## config.mk

```make
export PLATFORM = sky130hd
export DESIGN_NAME = sensor_ctrl
export DESIGN_NICKNAME = d
export VERILOG_FILES = /design/src/rtl/sensor_ctrl.sv
export SDC_FILE = /design/constraint.sdc
export NUM_CORES = 1
export LEC_CHECK = 0
export ABC_AREA = 1
export CORE_ASPECT_RATIO = 2
export CORE_MARGIN = 2
export CORE_UTILIZATION = 50
export CTS_CLUSTER_DIAMETER = 100
export DETAILED_ROUTE_END_ITERATION = 10
export PLACE_DENSITY = 0.71
export SYNTH_ARGS = -nofsm -noshare
export SYNTH_HDL_FRONTEND = slang
export SYNTH_SLANG_ARGS = --single-unit
export TNS_END_PERCENT = 20
```

## constraint.sdc

```tcl
create_clock -name clk -period 5.8 [get_ports clk]
set_clock_uncertainty 0.2 [all_clocks]
set_input_delay 0.87 -clock clk [delete_from_list [all_inputs] [get_ports clk]]
set_output_delay 0.87 -clock clk [all_outputs]
set_load 0.01 [all_outputs]
```

## src/rtl/sensor_ctrl.sv

```systemverilog
// Image-sensor frame sequencer: erase, expose, gray-coded ADC ramp, two row reads.
// Define CONTINUOUS_MODE_EN to make frames repeat without init.
module sensor_ctrl #(
  parameter int ERASE_CYCLES = 5,
  parameter int EXP_MIN      = 2,
  parameter int EXP_MAX      = 30,
  parameter int EXP_DEFAULT  = 10,
  parameter int EXP_STEP     = 1
) (
  input  logic        clk,
  input  logic        reset,
  input  logic        init,
  input  logic        expInc,
  input  logic        expDec,
  output logic        erase,
  output logic        expose,
  output logic        convert,
  output logic [7:0]  adcCount,
  output logic        read1,
  output logic        read2,
  output logic        busy,
  output logic [15:0] expTime
);

  typedef enum logic [2:0] {
    IDLE, ERASE, EXPOSE, CONVERT, READ1, READ2
  } state_t;

`ifdef CONTINUOUS_MODE_EN
  localparam bit CONT = 1'b1;
`else
  localparam bit CONT = 1'b0;
`endif

  state_t      state, state_n;
  logic [15:0] cnt, cnt_n;
  logic [15:0] lat_exp;
  logic [15:0] exp_n;
  logic [16:0] inc_sum;
  logic [15:0] inc_v, dec_v;
  logic        sample;

  always_ff @(posedge clk or posedge reset) begin
    if (reset) state <= IDLE;
    else       state <= state_n;
  end

  always_comb begin
    state_n = state;
    unique case (state)
      IDLE:    if (init) state_n = ERASE;
      ERASE:   if (cnt == 16'(ERASE_CYCLES - 1)) state_n = EXPOSE;
      EXPOSE:  if (cnt == lat_exp - 16'd1) state_n = CONVERT;
      CONVERT: if (cnt[7:0] == 8'hFF) state_n = READ1;
      READ1:   state_n = READ2;
      READ2:   state_n = CONT ? ERASE : IDLE;
      default: state_n = IDLE;
    endcase
  end

  always_comb begin
    erase   = 1'b0;
    expose  = 1'b0;
    convert = 1'b0;
    read1   = 1'b0;
    read2   = 1'b0;
    busy    = (state != IDLE);
    unique case (state)
      ERASE:   erase   = 1'b1;
      EXPOSE:  expose  = 1'b1;
      CONVERT: convert = 1'b1;
      READ1:   read1   = 1'b1;
      READ2:   read2   = 1'b1;
      default: ;
    endcase
  end

  // Per-state cycle counter, cleared on every state change.
  assign cnt_n = (state_n != state || state == IDLE) ? '0 : cnt + 16'd1;

  assign inc_sum = {1'b0, expTime} + 17'(EXP_STEP);
  assign inc_v   = (inc_sum > 17'(EXP_MAX)) ? 16'(EXP_MAX) : inc_sum[15:0];
  assign dec_v   = (expTime < 16'(EXP_MIN + EXP_STEP)) ?
                   16'(EXP_MIN) : expTime - 16'(EXP_STEP);
  assign sample  = (state == IDLE) && !CONT;

  always_comb begin
    exp_n = expTime;
    if (sample && expInc && !expDec)      exp_n = inc_v;
    else if (sample && expDec && !expInc) exp_n = dec_v;
  end

  // Exposure latched with the already-updated value so init+inc applies first.
  always_ff @(posedge clk or posedge reset) begin
    if (reset) begin
      cnt      <= '0;
      expTime  <= 16'(EXP_DEFAULT);
      lat_exp  <= 16'(EXP_DEFAULT);
      adcCount <= '0;
    end else begin
      cnt     <= cnt_n;
      expTime <= exp_n;
      if (state_n == ERASE && state != ERASE) lat_exp <= exp_n;
      adcCount <= (state_n == CONVERT) ?
                  (cnt_n[7:0] ^ (cnt_n[7:0] >> 1)) : 8'h00;
    end
  end

endmodule

```

Word level (Yosys, flattened, before mapping)
Index checks and enable logic that the tools add are counted.

operators by class
  shift-type cells = 0
  divide/modulo/power cells = 0
  muxes and demuxes = 16
  order comparisons = 2
  $mul = 0
  reduce and logical (&&, ||, !) cells = 10
  eq/ne operators = 12
  bitwise operators = 1
  add/sub/neg operators = 4

operator list
  operator                 number
  $mux W16                 5
  $sub A16 B1 Y16 const B  2
  $add A16 B1 Y17 const B  1
  $gt A17 B5 Y1 const B    1
  $add A16 B1 Y16 const B  1
  $eq A16 B16 Y1           1
  $eq A16 B3 Y1 const B    1
  $lt A16 B2 Y1 const B    1
  $pmux W3 S5              1
  $mux W3                  4
  $eq A3 B2 Y1 const B     3
  $eq A8 B8 Y1 const B     1
  $mux W8                  1
  $xor A8 B7 Y8            1
  $eq A3 B1 Y1 const B     2
  $eq A3 B3 Y1 const B     2
  $logic_and A1 B1 Y1      5
  $mux W1                  5
  $logic_not A3 Y1         1
  $ne A3 B1 Y1 const B     1
  $ne A3 B3 Y1             1
  $reduce_bool A3 Y1       1
  $logic_not A1 Y1         2
  $logic_or A1 B1 Y1       1

word-level totals
  bits in read-only memories = 0
  input bits = 5
  register bits after elaboration = 59
  memories = 0
  memory bits (writable) = 0
  latch bits = 0
  logic and storage cells = 50
  output and inout bits = 30

Depth between registers and ports, before layout
Gate-level depths: netlist of the first run.

  depth after elaboration = 9
  mapped depth = 18
  mapped depth without buffers = 18

Worst setup path before layout of the first run
No wires, ideal clock.

  kind = reg-to-reg
  from = reg expTime[1]
  to = reg lat_exp[4]
  buffers on the path = 0
  cell stages (with the launch flop) = 15
  clock period less this slack = 2.325 ns
  path slack = 3.475 ns
  library setup time = 0.117 ns
  required time = 5.483 ns
  arrival = 2.007 ns
  path through = dfstp_2 ha_1 nand3_1 nor2_1 nand2_1 nor2_1 xor2_1 nor2_1 nand3b_1 nor2_2 nand3b_1 nand2_1 nand2_1 nand2_1 nand2_1

on the way
  cells in the longest elaborated chain, start to end = 4
  elaborated cells on any way between the ends = 8
  those cells by class = add/sub: 2; order compare: 2; mux: 4

RTL lines
  what                                              line    text
  from (decl)                                       22      output logic [15:0] expTime
  from (signal assigned)                            97      expTime <= 16'(EXP_DEFAULT);
  from (signal assigned)                            102     expTime <= exp_n;
  $add A16 B1 Y17, or another cell as far along     81      assign inc_sum = {1'b0, expTime} + 17'(EXP_STEP);
  $gt A17 B5 Y1 / $mux W16 (equally long branches)  82, 83
  $mux W16, on equally long branches                82, 90
  $mux W16 (*)                                      89      if (sample && expInc && !expDec) exp_n = inc_v;
  net exp_n[4]                                      38      logic [15:0] exp_n;
  to (signal assigned)                              98      lat_exp <= 16'(EXP_DEFAULT);
  to (signal assigned)                              103     if (state_n == ERASE && state != ERASE) lat_exp <= exp_n;
  to (decl)                                         37      logic [15:0] lat_exp;

The timed path passes the listed nets; every way through them passes the cells marked *.
A chain may end at the register's enable or synchronous reset.

Worst setup path after layout of the first run
  from = reg state[0]
  to = out erase

on the way
  cells in the longest elaborated chain, start to end = 2

RTL lines
  what                    line  text
  from (decl)             35    state_t state, state_n;
  from (signal assigned)  45    else state <= state_n;
  $eq A3 B1 Y1            68    unique case (state)
  $mux W1                 68
  to (decl)               15    output logic erase,

No other way between the ends.

==> out/results.tsv, run 1 <==
metric	value	unit
drt-total-wl	9.92	mm
multiInputGateArea	2270	um2
grt_pass1_wl	16.6	mm
cts_made_buffers	9	
r2r_cells	13	
grt_pass1_vias	3745	
design_area	4840	um2
post_cts_buffers	0	
clk-insertion-delay-late	0.33	ns
drv_slew	0	
vdd_ir_drop_max	360	uV
min_delay_path_depth	2	
syn2layout_area_growth	17.8	%
placed_cells	681	
synth_common_cells	nand2_1, inv_1, nor2_1, dfrtp_1, nand3_1	
crit_fanout	6	
cts_tree	built	
synth_area_leader_cell	dfrtp_1	
clockBufferDepth	2	
cts_resized	0	
fin_crit	3.01	ns
die_w	68.1	um
tightest_slew	0.752	ns
firstDrtPassIters	4	
synthArstFlopShare	100	%
io_pins	35	
fin_crit_sh	51.8	%
dpl_cell_area	4530	um2
synth_area_per_cell	7.36	um2
clock_sinks	59	
stdcell_count	697	
rsz0062_at_grt	false	
synth-main-ff-cell	dfrtp_1	
wl_per_cell	14.2	um
path_cells	inv_4, nor3_1, clkdlybuf4s50_1	
setup_viol_count_final	0	
start_kind	flop	
total_leakage_power	2.32	nW
start_util	51.8	%
dieArea	9010	um2
synth.most_common_cell	nand2_1	
endpoint_kind	output port	
drt_iter0_drc	114	
synth-seq-cells	59	
antenna_found_initial	0	
viasPerCell	5.28	
hold_class	reg -> reg	
cts-root-buf	clkbuf_16	
netlist_area	4110	um2
ys_types	41	
nets	607	
relSlewSlack	49.9	%
status	completed	
yosysSeqAreaShare	36.0	%
grt_util_all_layers	24.4	%
drive_gt1_share	13.1	%
p_per_area	480	nW/um2
ant_nets	0	
htree_num_levels	3	
area.sequential	1480	um2
hpwl	7.79	mm
clk_transition_reported_paths	0.05	ns
critPathMaxStageDelay	0.62	ns
cts_hold_buf	0	
num_rows	46	
synth_area_leaders	dfrtp_1, nand2_1, inv_1	
hold_viol	0	
vias	3678	
yosysTopAreaCellShare	33.5	%
fmax	0.333	GHz
grt-ovfl-total	0	
grt_max_degree	60	
drv_cap	0	
fillCellCount	734	
die_y	132	um
critPathSlowestCell	clkdlybuf4s50_1	
crit_type	reg -> out	
cp_data_arrival_time	1.94	ns
num_antenna_cells	0	
yosys_warnings	0	
synth_edf_count	0	
io_buffer_count	34	
remaining_drc_errors	0	
gp_congestion	0.923	
core_area	7940	um2
synth_cells	559	
cp_data_required_time	4.73	ns
tns	0	ns
syn-num-nets	570	
## logic make-up after synthesis
logic type	count (synthesis)	share of synthesized area [%]
simple gates	324	39.4
buf+inv	88	8.67
flops	59	36.0
compound gates	44	5.63
xor+xnor	38	8.43
fa+ha+maj	6	1.83
## cell type report
class / count / share of cell area [%]
sequential: 59 / 30.6
inverter: 78 / 6.15
timing repair buffer: 36 / 7.34
tap: 96 / 2.48
clock inverter: 4 / 0.982
multi-input combinational: 412 / 47.0
clock buffer: 12 / 5.50
## critical path: cells and delay by family (launching register included)
kind,cells,cell delay (ns)
AND/OR/NAND/NOR,1,0.36
buffers and inverters,2,0.73
flip-flops,1,0.52
## state kept, by name, summed over array words and instances (netlist names)
signal    count
adcCount      8
cnt          16
expTime      16
lat_exp      16
state         3
## routing by layer
| metal | up-vias | routed length, um | track usage [%] |
|---|---|---|---|
| met3 | 32 | 214 | 3.25 |
| li1 | 1845 | - | - |
| met5 | - | 0 | 0 |
| met2 | 70 | 5730 | 45.4 |
| met4 | 0 | 471 | 15.6 |
| met1 | 1731 | 3500 | 23.3 |
## metrics by stage
| step | util [%] | hold slack [ns] | worst slack (ns) | total power [W] |
|---|---|---|---|---|
| 2_1_floorplan | - | 0.269 | 3.28 | 0.00146 |
| 3_3_place_gp | 57.0 | 0.288 | 2.98 | 0.00175 |
| 3_5_place_dp | 57.0 | 0.291 | 2.89 | 0.00178 |
| 4_1_cts | 61.0 | 0.310 | 2.82 | 0.00234 |
| 5_1_grt | 61.0 | 0.332 | 2.71 | 0.00251 |
| 6_report | 61.0 | 0.310 | 2.79 | 0.00233 |
## placed cells by master (no fill, tap or decap), drive strengths merged, types with 2 or more instances in the layout
| cell type | instances |
|---|---|
| nand3 | 40 |
| nor4 | 3 |
| nand2 | 151 |
| clkinv | 4 |
| nor2 | 81 |
| or2 | 3 |
| clkbuf | 12 |
| a21oi | 13 |
| inv | 76 |
| ha | 6 |
| buf | 2 |
| nor3b | 2 |
| dfrtp | 55 |
| xnor2 | 11 |
| o211ai | 2 |
| dfstp | 4 |
| o21ai | 27 |
| a31oi | 2 |
| clkdlybuf4s50 | 34 |
| xor2 | 26 |
| nor3 | 22 |
| nand4 | 16 |
| nand3b | 5 |
## power by group
group	switching (W)	total [W]	internal, W
clock	0.000180	0.000545	0.000365
sequential	0.000120	0.000630	0.000510
combinational	0.000743	0.00115	0.000409
## path summary, 6_finish.rpt
check	from	end	slack, ns
worst max-delay path	state[0]$_DFF_PP0_	erase	2.79
worst min-delay path	lat_exp[3]$_DFFE_PP1P_	lat_exp[3]$_DFFE_PP1P_	0.31
worst max register to register	expTime[1]$_DFF_PP1_	lat_exp[0]$_DFFE_PP0P_	3.00
worst min register to register	lat_exp[3]$_DFFE_PP1P_	lat_exp[3]$_DFFE_PP1P_	0.31
max in group asynchronous	reset	cnt[11]$_DFF_PP0_	4.03
min in group asynchronous	reset	expTime[2]$_DFF_PP0_	0.87
(Power assumes the default switching activity.)
==> run 2, diff against run 1 <==
==> constraint.sdc (replaced) <==
create_clock -name clk -period 3.1 [get_ports clk]
set_clock_uncertainty 0.2 [all_clocks]
set_input_delay 0.465 -clock clk [delete_from_list [all_inputs] [get_ports clk]]
set_output_delay 0.465 -clock clk [all_outputs]
set_load 0.01 [all_outputs]
==> out/results.tsv, run 2 (synthesized netlist as in run 1, its figures left out) <==
metric	value	unit	change
clockBufferDepth	2		unchanged
critPathSlowestCell	dfstp_2		
cts_resized	0		unchanged
p_seq_share	27.0	%	about the same
grt_pass1_vias	3557		-5.0%
grt_max_degree	26		-57%
cp_data_required_time	3.12	ns	-1.61 ns
core_area	7940	um2	unchanged
start_util	51.8	%	unchanged
hold_class	reg -> reg		
grt-ovfl-total	0		unchanged
cts_hold_buf	0		unchanged
hpwl	7.99	mm	+2.6%
path_cells	ha_1, nand3_1, nor2_1, nand2_1, nor2_1, xor2_1, nor2_1, nand3b_1, nor2_2, nand3_1, nand2_1, nand2_1, nand2_1, nand2_1		
clk-insertion-delay-late	0.33	ns	about the same
drv_slew	0		unchanged
drive_gt1_share	13.4	%	+0.29 points
fillCellCount	725		-1.2%
rsz0062_at_grt	false		
io_buffer_count	34		unchanged
drt-total-wl	9.99	mm	+0.79%
design_area	4860	um2	+0.31%
power_frac_comb	49.5	%	about the same
final_common_cell	nand2_1		
relSlewSlack	62.7	%	+13 points
fin_crit_sh	87.7	%	
crit_fanout	5		-1
clock_sinks	59		unchanged
die_w	68.1	um	unchanged
antenna_found_initial	0		unchanged
tightest_slew	0.559	ns	-0.192 ns
fmax	0.368	GHz	
tns	0	ns	unchanged
num_antenna_cells	0		unchanged
mostFrequentLayoutCells	nand2_1, inv_1, nor2_1		
num_rows	46		unchanged
cts_tree	built		
grt_pass1_wl	16.5	mm	-0.87%
dieArea	9010	um2	unchanged
intPower	0.00240	W	+87%
setup_viol_count_final	0		unchanged
status	completed		
crit_type	reg -> reg		
ant_nets	0		unchanged
dpl_cell_area	4540	um2	+0.33%
viasPerCell	5.24		-0.75%
vdd_ir_drop_max	526	uV	+46%
multiInputGateArea	2270	um2	unchanged
largestRegisters	cnt x16, expTime x16, lat_exp x16		
clk_transition_reported_paths	0.05	ns	about the same
io_pins	35		unchanged
syn2layout_area_growth	18.1	%	
p_sw_share	44.6	%	-0.21 points
gp_congestion	0.944		+2.4%
switching_power	0.00194	W	+86%
total_leakage_power	2.33	nW	+0.44%
cts-root-buf	clkbuf_16		
p_per_area	893	nW/um2	+86%
cts_made_buffers	9		unchanged
remaining_drc_errors	0		unchanged
firstDrtPassIters	4		unchanged
endpoint_kind	flop		
min_delay_path_depth	2		unchanged
fin_crit	2.72	ns	
die_y	132	um	unchanged
post_cts_buffers	0		unchanged
cp_common_cell	nand2_1		
clockPowerShare	23.5	%	about the same
cp_data_arrival_time	2.74	ns	+0.80 ns
start_kind	flop		
nets	609		+0.33%
r2r_cells	14		+1
hold_viol	0		unchanged
area.sequential	1480	um2	unchanged
grt_util_all_layers	24.6	%	+0.16 points
htree_num_levels	3		unchanged
critPathMaxStageDelay	0.57	ns	-0.05 ns
drt_iter0_drc	161		+41%
p_total	0.00434	W	+87%
wl_per_cell	14.3	um	+0.50%
drv_cap	0		unchanged
vias	3661		-0.46%
run 2: changes by cell type in the layout (fill, tap and decap cells not counted), sizes merged:
cell  delta
buf      +2
run 2: critical path, delay by kind of cell (launching register included):
family,cells,cell delay [ns]
XOR/XNOR,1,0.09
adder cells (fa/ha/maj),1,0.24
AND/OR/NAND/NOR,12,1.51
flip-flops,1,0.57
run 2: metal layers:
| metal | track usage, % | wire length [um] | part of all wire (%) | vias to the layer above |
|---|---|---|---|---|
| li1 | - | - | - | 1847 |
| met1 | 24.3 | 3610 | 36 | 1695 |
| met2 | 43.4 | 5500 | 55 | 82 |
| met3 | 4.53 | 252 | 2.5 | 37 |
| met4 | 17.1 | 641 | 6.4 | 0 |
| met5 | 0 | 0 | 0 | - |
run 2: stage by stage:
step / hold slack, ns / worst slack (ns) / utilization [%] / std cells
global route: 0.335 / 0.0230 / 61.2 / 699
finish: 0.303 / 0.381 / 61.2 / 699
floorplan: 0.269 / 0.775 / - / 559
global placement: 0.291 / 0.394 / 57.2 / 683
detailed placement: 0.294 / 0.344 / 57.2 / 683
CTS: 0.304 / 0.335 / 61.2 / 699
run 2: power groups by stage:
stage / Clock (W) / Combinational, W / Sequential, W
after global placement: 0 / 0.00212 / 0.00118
after global routing: 0.00107 / 0.00242 / 0.00120
after detailed placement: 0 / 0.00215 / 0.00118
after floorplan: 0 / 0.00158 / 0.00115
final: 0.00102 / 0.00215 / 0.00117
after CTS: 0.00103 / 0.00216 / 0.00117
run 2: layout make-up:
cell class / instances / area share [%]
clock buffer: 12 / 5.49
clock inverter: 4 / 0.979
inverter: 78 / 6.13
multi-input combinational: 412 / 46.8
sequential: 59 / 30.5
tap: 96 / 2.47
timing repair buffer: 38 / 7.62
run 2: path summary, 6_finish.rpt:
kind	startpoint	end	slack [ns]
worst min register to register	lat_exp[3]$_DFFE_PP1P_	lat_exp[3]$_DFFE_PP1P_	0.30
worst max register to register	expTime[1]$_DFF_PP1_	lat_exp[2]$_DFFE_PP0P_	0.38
worst max-delay path	expTime[1]$_DFF_PP1_	lat_exp[2]$_DFFE_PP0P_	0.38
worst min-delay path	lat_exp[3]$_DFFE_PP1P_	lat_exp[3]$_DFFE_PP1P_	0.30
max in group asynchronous	reset	lat_exp[1]$_DFFE_PP1P_	1.64
min in group asynchronous	reset	lat_exp[2]$_DFFE_PP0P_	0.32
==> run 3, diff against run 2 <==
--- a/config.mk
+++ b/config.mk
@@ -11,7 +11,7 @@
 export CORE_UTILIZATION = 50
 export CTS_CLUSTER_DIAMETER = 100
 export DETAILED_ROUTE_END_ITERATION = 10
-export PLACE_DENSITY = 0.71
+export PLACE_DENSITY = 0.7
 export SYNTH_ARGS = -nofsm -noshare
 export SYNTH_HDL_FRONTEND = slang
 export SYNTH_SLANG_ARGS = --single-unit
==> out/results.tsv, run 3 (synthesized netlist as in run 1, its figures left out) <==
metric	value	unit	change
status	completed		
hold_end	lat_exp[3]$_DFFE_PP1P_		
final_common_cell	nand2_1		
htree_num_levels	3		unchanged
p_total	0.00440	W	+1.3%
tightest_slew	0.592	ns	+0.0330 ns
switching_power	0.00197	W	+2.0%
fillCellCount	709		-2.2%
core_area	7940	um2	unchanged
gr-max-usage-layer	met2		
power_frac_comb	49.1	%	-0.4 points
drt_iter0_drc	115		-29%
design_area	4870	um2	+0.33%
cpLargestDelayFamily	simple AND/OR/NAND/NOR gates		
area.sequential	1480	um2	unchanged
syn2layout_area_growth	18.5	%	
grt_pass1_wl	17.3	mm	+4.8%
placed_cells	683		unchanged
clk_transition_reported_paths	0.05	ns	about the same
clk-insertion-delay-late	0.33	ns	about the same
io_pins	35		unchanged
p_seq_share	26.9	%	about the same
io_buffer_count	34		unchanged
intPower	0.00242	W	+0.72%
critPathMaxStageDelay	0.57	ns	about the same
die_y	132	um	unchanged
ant_nets	0		unchanged
drv_cap	0		unchanged
min_delay_path_depth	2		unchanged
dieArea	9010	um2	unchanged
critPathSlowestCell	dfstp_2		
gp_congestion	0.949		+0.44%
vdd_ir_drop_max	619	uV	+18%
fin_crit_sh	88.4	%	+0.73 points
hpwl	8.09	mm	+1.2%
antenna_found_initial	0		unchanged
drt-total-wl	10.3	mm	+2.7%
total_leakage_power	2.33	nW	-0.11%
cp_data_required_time	3.11	ns	about the same
grt_util_all_layers	25.4	%	+0.79 points
cts_made_buffers	9		unchanged
rrSetupSlack	0.36	ns	-0.02 ns
crit_type	reg -> reg		
tns	0	ns	unchanged
met1_usage	23.9	%	-0.32 points
cts_tree	built		
cp_common_cell	nand2_1		
timing.rr.start	expTime[1]$_DFF_PP1_		
nets	609		unchanged
relSlewSlack	60.5	%	-2.2 points
drive_gt1_share	13.4	%	unchanged
multiInputGateArea	2270	um2	unchanged
remaining_drc_errors	0		unchanged
hold_path.startpoint	lat_exp[3]$_DFFE_PP1P_		
finish.utilization	61.4	%	+0.20 points
stdcell_count	699		unchanged
hold_viol	0		unchanged
rr_endpoint	lat_exp[2]$_DFFE_PP0P_		
mostFrequentLayoutCells	nand2_1, inv_1, nor2_1		
met2_usage	44.7	%	+1.3 points
clockPowerShare	24.0	%	+0.5 points
num_rows	46		unchanged
viasPerCell	5.35		+2.1%
fin_crit	2.74	ns	+0.0226 ns
p_sw_share	44.9	%	+0.31 points
drv_slew	0		unchanged
grt_max_degree	28		+7.7%
cts-root-buf	clkbuf_16		
grt-ovfl-total	0		unchanged
p_per_area	902	nW/um2	+0.94%
endpoint_kind	flop		
firstDrtPassIters	4		unchanged
fmax	0.365	GHz	-0.82%
setup_viol_count_final	0		unchanged
vias	3737		+2.1%
start_util	51.8	%	unchanged
r2r_cells	14		unchanged
crit_fanout	5		unchanged
cts_resized	0		unchanged
crit_buf_inv	0		unchanged
rsz0062_at_grt	false		
post_cts_buffers	0		unchanged
hold_class	reg -> reg		
grt_pass1_vias	3840		+8.0%
cp_data_arrival_time	2.76	ns	+0.02 ns
die_w	68.1	um	unchanged
wl_per_cell	14.7	um	+2.7%
path_cells	ha_1, nand3_1, nor2_1, nand2_1, nor2_1, xor2_1, nor2_1, nand3b_1, nor2_2, nand3_1, nand2_1, nand2_1, nand2_1, nand2_1		
grt_use_met3	3.84	%	-0.68 points
cts_hold_buf	0		unchanged
dpl_cell_area	4560	um2	+0.28%
largestRegisters	cnt x16, expTime x16, lat_exp x16		
num_antenna_cells	0		unchanged
clock_sinks	59		unchanged
start_kind	flop		
clockBufferDepth	2		unchanged
run 3: cell count changes in the layout (fill, tap and decap cells not counted):
cell        previous run  this run
buf_4                  4         3
bufinv_16              1         2
buf_12                 0         1
clkinvlp_4             1         3
clkbuf_8               3         0
run 3: worst register-to-register path: stages, from the launching register on:
cell,delay (ns)
dfstp_2,0.57
ha_1,0.24
nand3_1,0.16
nor2_1,0.25
nand2_1,0.13
nor2_1,0.17
xor2_1,0.08
nor2_1,0.11
nand3b_1,0.11
nor2_2,0.22
nand3_1,0.11
nand2_1,0.07
nand2_1,0.07
nand2_1,0.07
nand2_1,0.06
run 3: final cells by class:
class | instances | area share (%)
Multi-Input combinational cell | 412 | 46.7
Sequential cell | 59 | 30.4
Tap cell | 96 | 2.46
Clock inverter | 7 | 1.90
Clock buffer | 9 | 4.62
Inverter | 78 | 6.11
Timing Repair Buffer | 38 | 7.85
run 3: worst max path at each step:
stage                                    start                endpoint  slack, ns  cells after the start
final                     expTime[1]$_DFF_PP1_  lat_exp[2]$_DFFE_PP0P_       0.36                     14
after global routing      expTime[1]$_DFF_PP1_  lat_exp[4]$_DFFE_PP0P_       0.13                     14
after CTS                 expTime[1]$_DFF_PP1_  lat_exp[2]$_DFFE_PP0P_       0.34                     14
after detailed placement  expTime[1]$_DFF_PP1_  lat_exp[0]$_DFFE_PP0P_       0.40                     13
after global placement    expTime[1]$_DFF_PP1_  lat_exp[2]$_DFFE_PP0P_       0.43                     14
after floorplan           expTime[1]$_DFF_PP1_  lat_exp[4]$_DFFE_PP0P_       0.78                     14
run 3: power by group through the flow:
stage / sequential, W / combinational (W) / clock [W]
after global placement: 0.00118 / 0.00212 / 0
final: 0.00118 / 0.00216 / 0.00106
after detailed placement: 0.00118 / 0.00216 / 0
after CTS: 0.00117 / 0.00217 / 0.00107
after floorplan: 0.00115 / 0.00158 / 0
after global routing: 0.00121 / 0.00243 / 0.00110
run 3: stage by stage:
step                worst slack (ns)  hold WS [ns]
floorplan                      0.775         0.269
global placement               0.426         0.290
detailed placement             0.395         0.287
CTS                            0.341         0.303
global route                   0.133         0.332
finish                         0.358         0.308
run 3: metal layers:
layer | vias up | wire length, um
met5 | - | 0
met4 | 0 | 771
met3 | 44 | 265
met2 | 84 | 5630
met1 | 1762 | 3590
li1 | 1847 | -
